File: config.mk
export PLATFORM = sky130hd
export DESIGN_NAME = barrel_shifter_unit
export DESIGN_NICKNAME = d
export VERILOG_FILES = /design/src/rtl/shifter_pkg.sv /design/src/rtl/barrel_shift_comb.sv /design/src/rtl/barrel_shifter_unit.sv
export SDC_FILE = /design/constraint.sdc
export NUM_CORES = 1
export LEC_CHECK = 0
export BUFFER_PORTS_ARGS = -buffer_cell sky130_fd_sc_hd__buf_2
export CELL_PAD_IN_SITES_DETAIL_PLACEMENT = 0
export CELL_PAD_IN_SITES_GLOBAL_PLACEMENT = 1
export CORE_AREA = 2 2 56 58
export DETAILED_ROUTE_END_ITERATION = 16
export DIE_AREA = 0 0 58 60
export PLACE_DENSITY_LB_ADDON = 0.1
export SLEW_MARGIN = 40
export SYNTH_ARGS = -nofsm -noshare
export SYNTH_HDL_FRONTEND = slang
export SYNTH_SLANG_ARGS = --single-unit
File: constraint.sdc
create_clock -name clk -period 0.8 [get_ports clk]
set_input_delay 0.12 -clock clk [delete_from_list [all_inputs] [get_ports clk]]
set_output_delay 0.12 -clock clk [all_outputs]
set_load 0.005 [all_outputs]
File: src/rtl/shifter_pkg.sv
// -----------------------------------------------------------------------------
// shifter_pkg
// Shared encodings for the barrel shifter/rotator.
//   DIR_LEFT / DIR_RIGHT     : value of a direction bit that selects left/right
//   MODE_ROTATE / MODE_SHIFT : value of rotate_en that selects rotate/logical shift
// -----------------------------------------------------------------------------
package shifter_pkg;

    localparam logic DIR_LEFT    = 1'b1;
    localparam logic DIR_RIGHT   = 1'b0;
    localparam logic MODE_ROTATE = 1'b1;
    localparam logic MODE_SHIFT  = 1'b0;

    // The direction bit that matters depends on the mode.
    // The unused direction bit is never looked at, so an X on it cannot
    // reach the datapath.
    function automatic logic select_dir(input logic rotate_en,
                                        input logic shift_dir,
                                        input logic rotate_dir);
        logic dir_s;
        if (rotate_en == MODE_ROTATE) begin
            dir_s = rotate_dir;
        end else begin
            dir_s = shift_dir;
        end
        return dir_s;
    endfunction

endpackage : shifter_pkg

File: src/rtl/barrel_shift_comb.sv
// -----------------------------------------------------------------------------
// barrel_shift_comb
// Purely combinational log-depth shift/rotate network.
// Stage j moves the data by 2^j positions when sh[j] is set. The bits that
// enter from the open end are either the bits that fell off the other end
// (rotate) or zeros (logical shift).
// Ports:
//   in        [WIDTH-1:0] operand
//   sh        [SH_W-1:0]  amount, 0..WIDTH-1
//   rotate_en             MODE_ROTATE / MODE_SHIFT
//   left                  DIR_LEFT / DIR_RIGHT (already resolved for the mode)
//   out       [WIDTH-1:0] result
// -----------------------------------------------------------------------------
module barrel_shift_comb
    import shifter_pkg::*;
#(
    parameter int WIDTH = 8,
    parameter int SH_W  = $clog2(WIDTH)
) (
    input  logic [WIDTH-1:0] in,
    input  logic [SH_W-1:0]  sh,
    input  logic             rotate_en,
    input  logic             left,
    output logic [WIDTH-1:0] out
);

    // stage_s[0] is the operand; stage_s[SH_W] is the final result.
    logic [WIDTH-1:0] stage_s [0:SH_W];

    assign stage_s[0] = in;

    for (genvar j = 0; j < SH_W; j++) begin : g_stage
        localparam int K = 1 << j;

        logic [WIDTH-1:0] d_s;
        logic [WIDTH-1:0] mv_s;

        assign d_s = stage_s[j];

        // Data moved by K places, with the wrap bits or zeros as the fill.
        always_comb begin
            mv_s = d_s;
            if (left == DIR_LEFT) begin
                if (rotate_en == MODE_ROTATE) begin
                    mv_s = {d_s[WIDTH-1-K:0], d_s[WIDTH-1:WIDTH-K]};
                end else begin
                    mv_s = {d_s[WIDTH-1-K:0], {K{1'b0}}};
                end
            end else begin
                if (rotate_en == MODE_ROTATE) begin
                    mv_s = {d_s[K-1:0], d_s[WIDTH-1:K]};
                end else begin
                    mv_s = {{K{1'b0}}, d_s[WIDTH-1:K]};
                end
            end
        end

        assign stage_s[j+1] = sh[j] ? mv_s : d_s;
    end

    assign out = stage_s[SH_W];

endmodule : barrel_shift_comb

File: src/rtl/barrel_shifter_unit.sv
// -----------------------------------------------------------------------------
// barrel_shifter_unit
// Registered shift/rotate unit with a fixed latency of one cycle.
// Ports:
//   clk                   rising-edge clock
//   rst_n                 asynchronous active-low reset
//   in_valid              capture in/sh/controls this cycle
//   in       [WIDTH-1:0]  operand
//   sh       [SH_W-1:0]   amount, 0..WIDTH-1
//   rotate_en             1 = rotate, 0 = logical shift
//   shift_left_right      direction in shift mode (1 = left)
//   rotate_left_right     direction in rotate mode (1 = left)
//   out_valid             out holds a result captured on the last edge
//   out      [WIDTH-1:0]  registered result; holds while in_valid is low
// -----------------------------------------------------------------------------
module barrel_shifter_unit
    import shifter_pkg::*;
#(
    parameter int WIDTH = 8,
    parameter int SH_W  = $clog2(WIDTH)
) (
    input  logic             clk,
    input  logic             rst_n,
    input  logic             in_valid,
    input  logic [WIDTH-1:0] in,
    input  logic [SH_W-1:0]  sh,
    input  logic             rotate_en,
    input  logic             shift_left_right,
    input  logic             rotate_left_right,
    output logic             out_valid,
    output logic [WIDTH-1:0] out
);

    logic             left_s;
    logic [WIDTH-1:0] res_s;
    logic [WIDTH-1:0] out_d;
    logic [WIDTH-1:0] out_q;
    logic             valid_d;
    logic             valid_q;

    assign left_s = select_dir(rotate_en, shift_left_right, rotate_left_right);

    barrel_shift_comb #(
        .WIDTH (WIDTH),
        .SH_W  (SH_W)
    ) u_net (
        .in        (in),
        .sh        (sh),
        .rotate_en (rotate_en),
        .left      (left_s),
        .out       (res_s)
    );

    // Next-state: capture a new result only for a valid request.
    always_comb begin
        out_d   = out_q;
        valid_d = in_valid;
        if (in_valid) begin
            out_d = res_s;
        end else begin
            out_d = out_q;
        end
    end

    // Output registers; reset clears any result in flight.
    always_ff @(posedge clk or negedge rst_n) begin
        if (!rst_n) begin
            out_q   <= {WIDTH{1'b0}};
            valid_q <= 1'b0;
        end else begin
            out_q   <= out_d;
            valid_q <= valid_d;
        end
    end

    assign out       = out_q;
    assign out_valid = valid_q;

endmodule : barrel_shifter_unit

Word level (Yosys, flattened, before mapping)
Index checks and enable logic that the tools add are counted.
{ "op_classes": {"multipliers": 0, "eq_ne": 0, "add_sub_neg": 0, "muxes": 13, "shift": 0, "magnitude_cmp": 0, "n_bitwise": 0, "n_reduce_logical": 0, "n_div": 0} }
{ "ops": {"columns": ["cell", "n"], "rows": [
  ["8-bit 2-to-1 mux", 9],
  ["4-bit 2-to-1 mux", 1],
  ["1-bit 2-to-1 mux", 2],
  ["2-bit 2-to-1 mux", 1]
]} }
{ "totals": {"latchBits": 0, "ram_bits": 0, "mem_bits_ro": 0, "elab_cells": 15, "ff_bits": 9, "mem_count": 0, "input_bits": 17, "out_inout_bits": 9} }

Logic depth before layout (Yosys ltp)
Gate-level depths: netlist (run 1).
{ "logic_depth": {"depth_word": 9, "mapped_depth": 7, "mapped_depth_nobuf": 5} }

By module
Synthesis (run 1) repeated with hierarchy kept, for this count alone.
{ "unflattened": {"hier_cells": 98, "hier_area_um2": 915.9} }
{ "modules_own_cells": {"columns": ["module", "cells_each", "n_inst", "seq_area_each_um2", "area_each_um2"], "rows": [
  ["barrel_shift_comb", 79, 1, 0.0, 548.0],
  ["barrel_shifter_unit", 19, 1, 225.2, 367.9]
]} }

Worst setup path after synthesis (run 1)
OpenSTA, ideal clock, no wires.
{ "synth_path": {"kind": "input port to flip-flop", "from": "in rotate_en", "to": "reg out_q[7], in the netlist out[7]", "stages": 6, "arrival_time_ns": 1.150, "required_time_ns": 0.659, "setup_slack_ns": -0.491, "path_buffers": 1, "setup_time_ns": 0.141, "path_cell_list": "buf_6 > mux2i_4 > mux2i_1 > o221ai_1 > nand3_1 > o221ai_1"} }
{ "synth_between": {"elab_chain_cells": 9, "elab_cells_between_ends": 10, "cone_classes": "10 x mux"} }
{ "synth_rtl": {"columns": ["item", "line_no", "rtl"], "rows": [
  ["from (decl)", "barrel_shifter_unit.sv:27", "input logic rotate_en,"],
  ["1-bit 2-to-1 mux", "shifter_pkg.sv:21", "if (rotate_en == MODE_ROTATE) begin"],
  ["8-bit 2-to-1 mux", "barrel_shift_comb.sv:43", "if (left == DIR_LEFT) begin"],
  ["8-bit 2-to-1 mux", "barrel_shift_comb.sv:58", "assign stage_s[j+1] = sh[j] ? mv_s : d_s;"],
  ["8-bit 2-to-1 mux", "barrel_shift_comb.sv:50", "if (rotate_en == MODE_ROTATE) begin"],
  ["8-bit 2-to-1 mux", "barrel_shift_comb.sv:43", null],
  ["8-bit 2-to-1 mux", "barrel_shift_comb.sv:58", null],
  ["8-bit 2-to-1 mux", "barrel_shift_comb.sv:50", null],
  ["8-bit 2-to-1 mux", "barrel_shift_comb.sv:43", null],
  ["8-bit 2-to-1 mux (*)", "barrel_shift_comb.sv:58", null],
  ["to (signal assigned)", "barrel_shifter_unit.sv:68", "out_q <= {WIDTH{1'b0}};"],
  ["to (signal assigned)", "barrel_shifter_unit.sv:71", "out_q <= out_d;"],
  ["to (decl)", "barrel_shifter_unit.sv:37", "logic [WIDTH-1:0] out_q;"]
]} }
Every way passes the cells marked *; elsewhere a longest branch is shown, timed or not.
A chain may end at the register's enable or synchronous reset.

Worst setup path in the final report (run 1)
{ "layout_path": {"from": "in rotate_en", "to": "reg out_q[6], in the netlist out[6]"} }
The elaborated chain is that of the path after synthesis.

==> out/metrics.csv, run 1 <==
metric;value;unit
synthesized flop and latch total;9;
Power Dens Cells;1240;nW/µm²
Synth Area in Simple Gates;25.9;%
critical path, cell by cell;buf_12 > mux2i_4 > buf_4 > nor2_1 > o21a_1 > o21ai_1 > o221ai_1;
gpl congestion;0.853;
Synthesized Nets;127;
Syn-to-layout area delta;44.4;%
grt ovf;0;
core region area;2900;µm²
unrepaired setup endpoints after global routing;true;
Leakage Power;0.587;nW
largest area contributor in the netlist;dfrtp_1;
clock buffer depth;2;
Setup WS post-layout;-0.306;ns
Num CTS Buffers;3;
sequential share of the synthesized area;24.8;%
buffers and inverters on the worst path;2;
post-synthesis xor/xnor area fraction;0;%
number of global-route vias before repair;963;
CP top delay family;compound AO/OA/AOI/OAI gates;
worst slew pin tran;0.370;ns
vias after detailed routing;1064;
Netlist cell types;32;
CP startpoint kind;input pin;
max_slew headroom;75.2;%
post-route ant nets;0;
post-synthesis compound-gate area fraction;28.7;%
antenna violations before repair;0;
Post-Synth Adder-Cell Area;0;%
synth warn;0;
CP endpoint kind;register;
switching pwr;0.555;mW
largest family of logic cells by synthesized area;compound AO/OA/AOI/OAI gates;
DRT Pass-1 Iters;4;
hold slack;0.0411;ns
status;complete, but fails checks;
Worst EP required;0.93;ns
Top Ports;26;
Sw Share;34.1;%
synthesized instance count;110;
total track usage;17.2;%
combinational fraction of design power;44.9;%
mux share of post-synthesis cell area;14.0;%
DP HPWL;2.10;mm
DRC;0;
Antenna Cells;0;
pins over their slew limit;0;
Initial Utilization;31.3;%
Max Cap Viol;0;
Clk pwr share;22.0;%
WL/cell;14.8;µm
fillers;309;
critical path class;in2reg;
DIE WIDTH;58;µm
Cells after DPL;176;
Port-buffer cells;25;
Routed WL;2.77;mm
Worst path slowest cell;mux2i_4;
htree depth;1;
clock root buffer;clkbuf_4;
final setup fails;17;
synthesized area;910;µm²
Starting DRT DRC Count;38;
DIE AREA;3480;µm²
chip height;60;µm
CP max stage delay;0.35;ns
WP data arrival;1.24;ns
Total Power;1.63;mW
largest net degree at the start of global routing;20;
post-synth top area share;24.8;%
Avg Cell Area, Syn;8.27;µm²
number of vias per cell;5.66;
CP max FO;7;
clk slew on worst S/H paths;0.06;ns
post-route clock period utilization;138;%
Seq pwr share;33.1;%
Max Clk Rate;904;MHz
# rows;20;
violated checks;setup timing;
layout cell share with drive strength beyond 1;44.5;%
worst skew pair latency;0.27;ns
fin cells;188;
Synth area leaders;dfrtp_1, mux2i_1, o221ai_1;
Hold WC Path Type;in2reg;
first-pass GRT wire length;4.44;mm
Setup Skew;0;ns
Final min period;1.11;ns
TritonCTS clock tree;built;
nets;173;
Final Hold Viols;0;
clk sinks;9;
worst vdd ir;0.946;mV
cell internal pwr;1.07;mW
final timing paths:
check	endpoint	depth (start not counted)	from	slack [ns]
min in group asynchronous	out[0]	2	rst_n	0.22
max in group asynchronous	out[4]	2	rst_n	0.41
worst max register to register	out[4]	3	out[4]	0
worst max-delay path	out[6]	7	rotate_en	-0.31
worst min-delay path	out_valid	1	in_valid	0.04
worst min register to register	out[3]	2	out[3]	0.57
cells in the mapped netlist:
cell       number
nand2_1        14
dfrtp_1         9
mux2i_1         9
nand2b_1        9
o221ai_1        8
nor2_1          7
a31oi_1         6
nand3_1         4
nor2b_1         4
buf_2           3
clkbuf_1        3
inv_1           3
nand2_2         3
o211ai_1        3
o21ai_0         3
a311oi_1        2
a311oi_2        2
buf_6           2
nand3b_1        2
nand4_1         2
a21boi_0        1
a21oi_1         1
mux2_4          1
mux2i_4         1
nand4b_1        1
o2111ai_1       1
o211ai_2        1
o21a_1          1
o21ai_1         1
o21bai_1        1
o22ai_1         1
o2bb2ai_1       1
cells by family after synthesis:
logic type / Yosys count
AO/OA/AOI/OAI: 33
buffers and inverters: 11
flip-flops: 9
multiplexers: 11
AND/OR/NAND/NOR: 46
timing repair:
action	4_1_cts	5_1_grt
endpoints found under the hold margin	9	0
cloned	1	0
hold buffers	1	0
setup buffers	6	0
endpoints found under the setup margin	17	17
pin swaps	2	8
gates resized for setup	11	5
flip-flops by register name, indices dropped and copies added, names as in the netlist:
name / flops
out_valid: 1
out: 8
worst register-to-register path: stages, from the launching register on:
cell and delay (ns):
dfrtp_1 0.37, buf_4 0.13, nand2b_1 0.06, o221ai_1 0.10
metal layers:
metal | vias to the layer above | wire (µm) | global-route usage (%)
met1 | 507 | 1130 | 18.7
met2 | 37 | 1380 | 31.7
met5 | - | 0 | 0
li1 | 510 | - | -
met3 | 10 | 169 | 3.03
met4 | 0 | 96 | 9.63
power by group through the flow:
stage               Clock (mW)  Combinational, mW  Sequential [mW]
floorplan                    0              0.340            0.559
global placement             0              0.617            0.547
detailed placement           0              0.614            0.551
CTS                      0.354              0.716            0.539
global route             0.397              0.799            0.545
finish                   0.359              0.732            0.539
stage by stage:
| stage | setup TNS, ns | worst slack, ns | util [%] | instance area (µm²) |
|---|---|---|---|---|
| floorplan | -3.53 | -0.482 | - | 913 |
| global placement | -5.22 | -0.686 | 40.0 | 1160 |
| detailed placement | -5.31 | -0.714 | 40.0 | 1160 |
| CTS | -2.90 | -0.304 | 44.5 | 1290 |
| global route | -3.63 | -0.365 | 45.3 | 1310 |
| finish | -2.92 | -0.306 | 45.3 | 1310 |
area by class of cell:
type | count | area [µm²] | area share, %
repair buffers | 48 | 332 | 25.2
well taps | 33 | 41.3 | 3.14
inverters | 3 | 11.3 | 0.857
flip-flops and latches | 9 | 225 | 17.1
clock buffers | 4 | 26.3 | 2.00
multi-input cells | 91 | 678 | 51.6
cells in the final DEF (no fill, tap or decap), drive strengths merged:
cell	n
o211ai	4
buf	47
a31oi	6
nor2b	4
nand4	2
o22ai	1
mux2i	10
o21a	1
o2bb2ai	1
o21bai	1
nor2	7
nand2b	9
o2111ai	1
a21oi	1
inv	3
mux2	2
dfrtp	9
dlygate4sd3	1
nand3	4
nand3b	2
o21ai	4
nand4b	1
a311oi	4
clkbuf	4
o221ai	8
nand2	17
a21boi	1
(Power assumes the default switching activity.)
==> run 2, diff against run 1 <==
--- a/config.mk
+++ b/config.mk
@@ -8,11 +8,12 @@
 export BUFFER_PORTS_ARGS = -buffer_cell sky130_fd_sc_hd__buf_2
 export CELL_PAD_IN_SITES_DETAIL_PLACEMENT = 0
 export CELL_PAD_IN_SITES_GLOBAL_PLACEMENT = 1
-export CORE_AREA = 2 2 56 58
+export CORE_AREA = 2 2 55 57
 export DETAILED_ROUTE_END_ITERATION = 16
-export DIE_AREA = 0 0 58 60
+export DIE_AREA = 0 0 57 59
 export PLACE_DENSITY_LB_ADDON = 0.1
 export SLEW_MARGIN = 40
 export SYNTH_ARGS = -nofsm -noshare
 export SYNTH_HDL_FRONTEND = slang
+export SYNTH_HIERARCHICAL = 1
 export SYNTH_SLANG_ARGS = --single-unit
==> run 2 against run 1 <==
Compared with the run above:
- the flow still finishes with violations (setup timing)
- total power is 11% higher
- worst hold slack better by 0.085 ns
- non-clock buffer count is 4 higher
- critical path depth stayed put
- global-route usage is 0.97 points lower
- final cell count is 5.3% lower
- sequential share of layout area is 1.1 points lower
- clock power is 4% lower
- sequential power is 4% higher
- synthesized cell count is 11% lower
- largest power group unchanged
==> out/metrics.csv, run 2 <==
metric;value;unit
fillers;264;
Largest register FFs;8;
Post-Place Cell Area;1180;µm²
DIE AREA;3360;µm²
clock root buffer;clkbuf_4;
largest net degree at the start of global routing;14;
Non-Filler Cell Area, Final;1400;µm²
# rows;19;
Synth area leaders;dfrtp_1, mux2i_1, mux2_4;
Hold WC Path Type;in2reg;
Setup WS post-layout;-0.579;ns
Total Power;1.81;mW
count leader, synth;mux2i_1;
Port-buffer cells;25;
Max Cap Viol;0;
status;complete, but fails checks;
Worst EP required;1.01;ns
core region area;2710;µm²
synthesized instance count;98;
most common cell after layout, fill and taps aside;buf_4;
Netlist cell types;25;
total track usage;16.3;%
Antenna Cells;0;
WP data arrival;1.58;ns
Final Hold Viols;0;
violated checks;setup timing;
Routed WL;2.75;mm
first-pass GRT wire length;4.18;mm
DP HPWL;1.91;mm
critical path class;in2reg;
DRC;0;
Syn-to-layout area delta;52.9;%
Power Dens Cells;1290;nW/µm²
worst skew pair latency;0.26;ns
CP startpoint kind;input pin;
chip height;59;µm
Synthesized Nets;115;
CP max FO;6;
DRT Pass-1 Iters;5;
post-route clock period utilization;172;%
TritonCTS clock tree;built;
clk sinks;9;
clk slew on worst S/H paths;0.06;ns
Post-synth top cells;mux2i_1, o22ai_1, dfrtp_1;
Leakage Power;0.684;nW
worst slew pin tran;0.343;ns
grt ovf;0;
Avg Cell Area, Syn;9.35;µm²
htree depth;1;
Num CTS Buffers;3;
worst vdd ir;1.34;mV
gpl congestion;0.838;
commonest non-fill, non-tap cells in the layout;buf_4, buf_2, mux2i_1, mux2_4, dfrtp_1;
Setup Skew;0;ns
EDFF count, synth;0;
layout cell share with drive strength beyond 1;55.1;%
largest area contributor in the netlist;dfrtp_1;
Initial Utilization;33.8;%
unrepaired setup endpoints after global routing;true;
synth warn;6;
DIE WIDTH;57;µm
synthesized area;916;µm²
pins over their slew limit;0;
final setup fails;17;
post-route ant nets;0;
max_slew headroom;77.1;%
sequential share of the synthesized area;24.6;%
Max Clk Rate;725;MHz
nets;165;
antenna violations before repair;0;
hold slack;0.126;ns
number of vias per cell;5.52;
CP endpoint kind;register;
clock buffer depth;2;
WL/cell;15.5;µm
number of global-route vias before repair;869;
vias after detailed routing;982;
Final min period;1.38;ns
post-synth top area share;24.6;%
prevailing post-synth register cell;dfrtp_1;
synthesized flop and latch total;9;
fraction of registers with async set/reset;100;%
Top Ports;26;
Starting DRT DRC Count;18;
==> run 2: layout make-up <==
type	count	area (µm²)	area share, %
clock buffer	4	26.3	1.88
inverter	3	11.3	0.804
multi-input combinational	79	746	53.3
sequential	9	225	16.1
tap	31	38.8	2.77
timing repair buffer	52	353	25.2
==> run 2: path summary, 6_finish.rpt <==
kind,start,endpoint,slack [ns],depth (start not counted)
setup / recovery,rotate_en,out[7],-0.58,7
hold / removal,in_valid,out_valid,0.13,1
setup reg to reg,out[5],out[5],-0.07,2
hold reg to reg,out[6],out[6],0.51,1
max in group asynchronous,rst_n,out[2],0.38,2
min in group asynchronous,rst_n,out_valid,0.24,2
==> run 2: worst max-delay path, stage by stage <==
cell     delay, ns
buf_8         0.11
mux2_4        0.37
nor2b_4       0.14
a21oi_1       0.05
mux4_2        0.50
o22ai_2       0.15
mux2_4        0.16
==> run 2: kinds of logic (layout without fill, tap and decap cells) <==
family                 Yosys count  count (layout)  share of synthesized area, %
muxes                           23              25                          32.4
buffers and inverters           12              59                          8.74
DFF                              9               9                          24.6
AOI/OAI and AO/OA               32              32                          22.1
and+or+nand+nor                 22              22                          12.2
==> run 2: routing by layer <==
| layer | up-vias | wire, µm | share of wire (%) | global-route usage, % |
|---|---|---|---|---|
| li1 | 475 | - | - | - |
| met1 | 466 | 1330 | 48 | 25.1 |
| met2 | 41 | 1240 | 45 | 23.0 |
| met3 | 0 | 187 | 6.8 | 4.80 |
| met4 | 0 | 0 | 0 | 1.99 |
| met5 | - | 0 | 0 | 0 |
==> run 2: repair_timing <==
| item | in CTS | in global routing |
|---|---|---|
| pin swaps | 11 | 6 |
| gates cloned | 2 | 0 |
| hold buffers | 1 | 0 |
| buffers inserted | 4 | 2 |
| gates resized for setup | 17 | 9 |
| endpoints found under the setup margin | 17 | 17 |
| hold endpoints to repair | 9 | 0 |
==> run 2: where the power goes <==
part	leakage [nW]	internal [mW]	switching (mW)	total, mW
Combinational	0.558	0.510	0.395	0.905
Sequential	0.111	0.527	0.0306	0.558
Clock	0.0150	0.192	0.153	0.345
Total	0.684	1.23	0.578	1.81
==> run 2: metrics by stage <==
stage,cells,TNS [ns],utilization (%),worst slack [ns]
after floorplan,98,-6.12,-,-0.811
final,178,-4.79,51.7,-0.579
after CTS,176,-4.74,49.2,-0.525
after global placement,165,-7.28,43.4,-0.950
after global routing,178,-5.35,51.7,-0.593
after detailed placement,165,-7.32,43.4,-0.959
==> run 3, diff against run 2 <==
--- a/config.mk
+++ b/config.mk
@@ -8,9 +8,10 @@
 export BUFFER_PORTS_ARGS = -buffer_cell sky130_fd_sc_hd__buf_2
 export CELL_PAD_IN_SITES_DETAIL_PLACEMENT = 0
 export CELL_PAD_IN_SITES_GLOBAL_PLACEMENT = 1
-export CORE_AREA = 2 2 55 57
+export CORE_AREA = 2 2 51 53
 export DETAILED_ROUTE_END_ITERATION = 16
-export DIE_AREA = 0 0 57 59
+export DIE_AREA = 0 0 53 55
+export GPL_TIMING_DRIVEN = 0
 export PLACE_DENSITY_LB_ADDON = 0.1
 export SLEW_MARGIN = 40
 export SYNTH_ARGS = -nofsm -noshare
==> constraint.sdc (replaced) <==
create_clock -name clk -period 1.6 [get_ports clk]
set_input_delay 0.24 -clock clk [delete_from_list [all_inputs] [get_ports clk]]
set_output_delay 0.24 -clock clk [all_outputs]
set_load 0.005 [all_outputs]
==> run 3 against run 2 <==
Compared with the run above:
- the flow still finishes with violations (setup timing)
- highest routed layer is now met4
- sequential power is 49% lower
- critical path type unchanged
- worst hold slack worse by 0.0096 ns
- die area is 13% lower
- worst setup slack better by 0.58 ns
- clock power is 52% lower
- non-clock buffer count is 12 lower
==> out/metrics.csv, run 3 (synthesis gave the netlist of run 2 again) <==
metric;value;unit
final setup fails;2;
WP data arrival;1.74;ns
Multi-input gate area;722;µm²
post-route clock period utilization;100;%
DIE AREA;2920;µm²
DRT Pass-1 Iters;4;
Layout Utilization;55.0;%
Initial Utilization;38.7;%
number of global-route vias before repair;877;
fillers;240;
post-route ant nets;0;
worst skew pair latency;0.25;ns
clock root buffer;clkbuf_4;
critical path class;in2reg;
Setup Skew;0;ns
vias after detailed routing;934;
violated checks;setup timing;
worst slew pin tran;0.566;ns
nets;151;
CP startpoint kind;input pin;
Largest register FFs;8;
Final Hold Viols;0;
status;complete, but fails checks;
first-pass GRT wire length;4.15;mm
DP HPWL;1.87;mm
Cells after DPL;151;
Antenna Cells;0;
M1 GR Usage;22.7;%
Max Cap Viol;0;
Max Clk Rate;624;MHz
TritonCTS clock tree;built;
clock buffer depth;2;
Power Dens Cells;655;nW/µm²
GRT Max-Usage Layer;met2;
crit-path most repeated cell;mux2_4;
largest net degree at the start of global routing;11;
Port-buffer cells;23;
core region area;2360;µm²
Syn-to-layout area delta;42.1;%
max_slew headroom;62.2;%
htree depth;1;
critical path, cell by cell;buf_12 > mux2_4 > buf_6 > buf_2 > a21oi_1 > mux4_2 > o22ai_2 > mux2_4;
Starting DRT DRC Count;19;
Routed WL;2.57;mm
antenna violations before repair;0;
hold slack;0.116;ns
fin cells;163;
total track usage;19.7;%
gpl congestion;0.833;
Worst path slowest cell;mux2_4;
grt met3 use;1.88;%
WL/cell;15.7;µm
pins over their slew limit;0;
# rows;18;
clk sinks;9;
unrepaired setup endpoints after global routing;true;
DRC;0;
grt ovf;0;
clk slew on worst S/H paths;0.06;ns
Worst EP required;1.74;ns
worst vdd ir;0.381;mV
layout cell share with drive strength beyond 1;52.6;%
Setup WS post-layout;-0.00130;ns
CP endpoint kind;register;
Hold WC Path Type;in2reg;
Final min period;1.60;ns
Top Ports;26;
commonest non-fill, non-tap cells in the layout;buf_2, mux2i_1, mux2_4, dfrtp_1;
storage element area;225;µm²
DIE WIDTH;53;µm
M2 GR Usage;35.0;%
most common cell after layout, fill and taps aside;buf_2;
chip height;55;µm
Leakage Power;0.608;nW
number of vias per cell;5.73;
CP max stage delay;0.35;ns
CP max FO;6;
Num CTS Buffers;3;
-- run 3: cell types whose count changed in the layout (fill, tap and decap cells not counted), sizes merged --
cell and change:
buf -13, mux2 -2, clkbuf +1
-- run 3: worst max-delay path, delay by kind of cell --
family | cells | cell delay (ns)
multiplexers | 3 | 0.91
buffers and inverters | 3 | 0.40
AO/OA/AOI/OAI | 2 | 0.19
-- run 3: repair_timing --
item                                    CTS  global route
gates cloned                              2             0
resized for setup                        25             8
buffers inserted                          6             1
endpoints found under the setup margin    8             8
endpoints found under the hold margin     9             0
pin swaps                                 8            12
hold buffers                              1             0
-- run 3: area by class of cell --
cell class	instances	area share, %
well taps	30	2.88
plain buffers	8	5.00
flip-flops and latches	9	17.3
clock buffers	4	2.02
inverters	3	0.865
repair buffers	32	16.4
multi-input cells	77	55.5
-- run 3: layer usage --
| layer | vias up | routed length, µm |
|---|---|---|
| met4 | 0 | 49 |
| met3 | 6 | 145 |
| met2 | 34 | 1320 |
| met5 | - | 0 |
| li1 | 447 | - |
| met1 | 447 | 1050 |
-- run 3: where the power goes --
| group | internal, mW | switching (mW) | total, mW |
|---|---|---|---|
| combinational | 0.219 | 0.184 | 0.403 |
| clock | 0.0956 | 0.0716 | 0.167 |
| sequential | 0.264 | 0.0180 | 0.282 |
| total | 0.579 | 0.274 | 0.852 |
-- run 3: path summary, 6_finish.rpt --
path / start / endpoint / slack [ns] / cells past startpoint
worst max-delay path: rotate_en / out[0] / -0.001 / 8
worst min-delay path: in_valid / out_valid / 0.12 / 1
worst max register to register: out[1] / out[1] / 0.84 / 1
worst min register to register: out[7] / out[7] / 0.51 / 1
max in group asynchronous: rst_n / out[3] / 1.07 / 2
min in group asynchronous: rst_n / out_valid / 0.36 / 2
-- run 3: metrics by stage --
step | instance area (µm²) | setup slack, ns | total power [mW] | setup TNS [ns]
2_1_floorplan | 923 | -0.131 | 0.504 | -0.678
3_3_place_gp | 1080 | -0.451 | 0.611 | -3.44
3_5_place_dp | 1080 | -0.493 | 0.617 | -3.59
4_1_cts | 1280 | -0.00117 | 0.861 | -0.00117
5_1_grt | 1300 | -0.0363 | 0.915 | -0.152
6_report | 1300 | -0.00130 | 0.852 | -0.00219
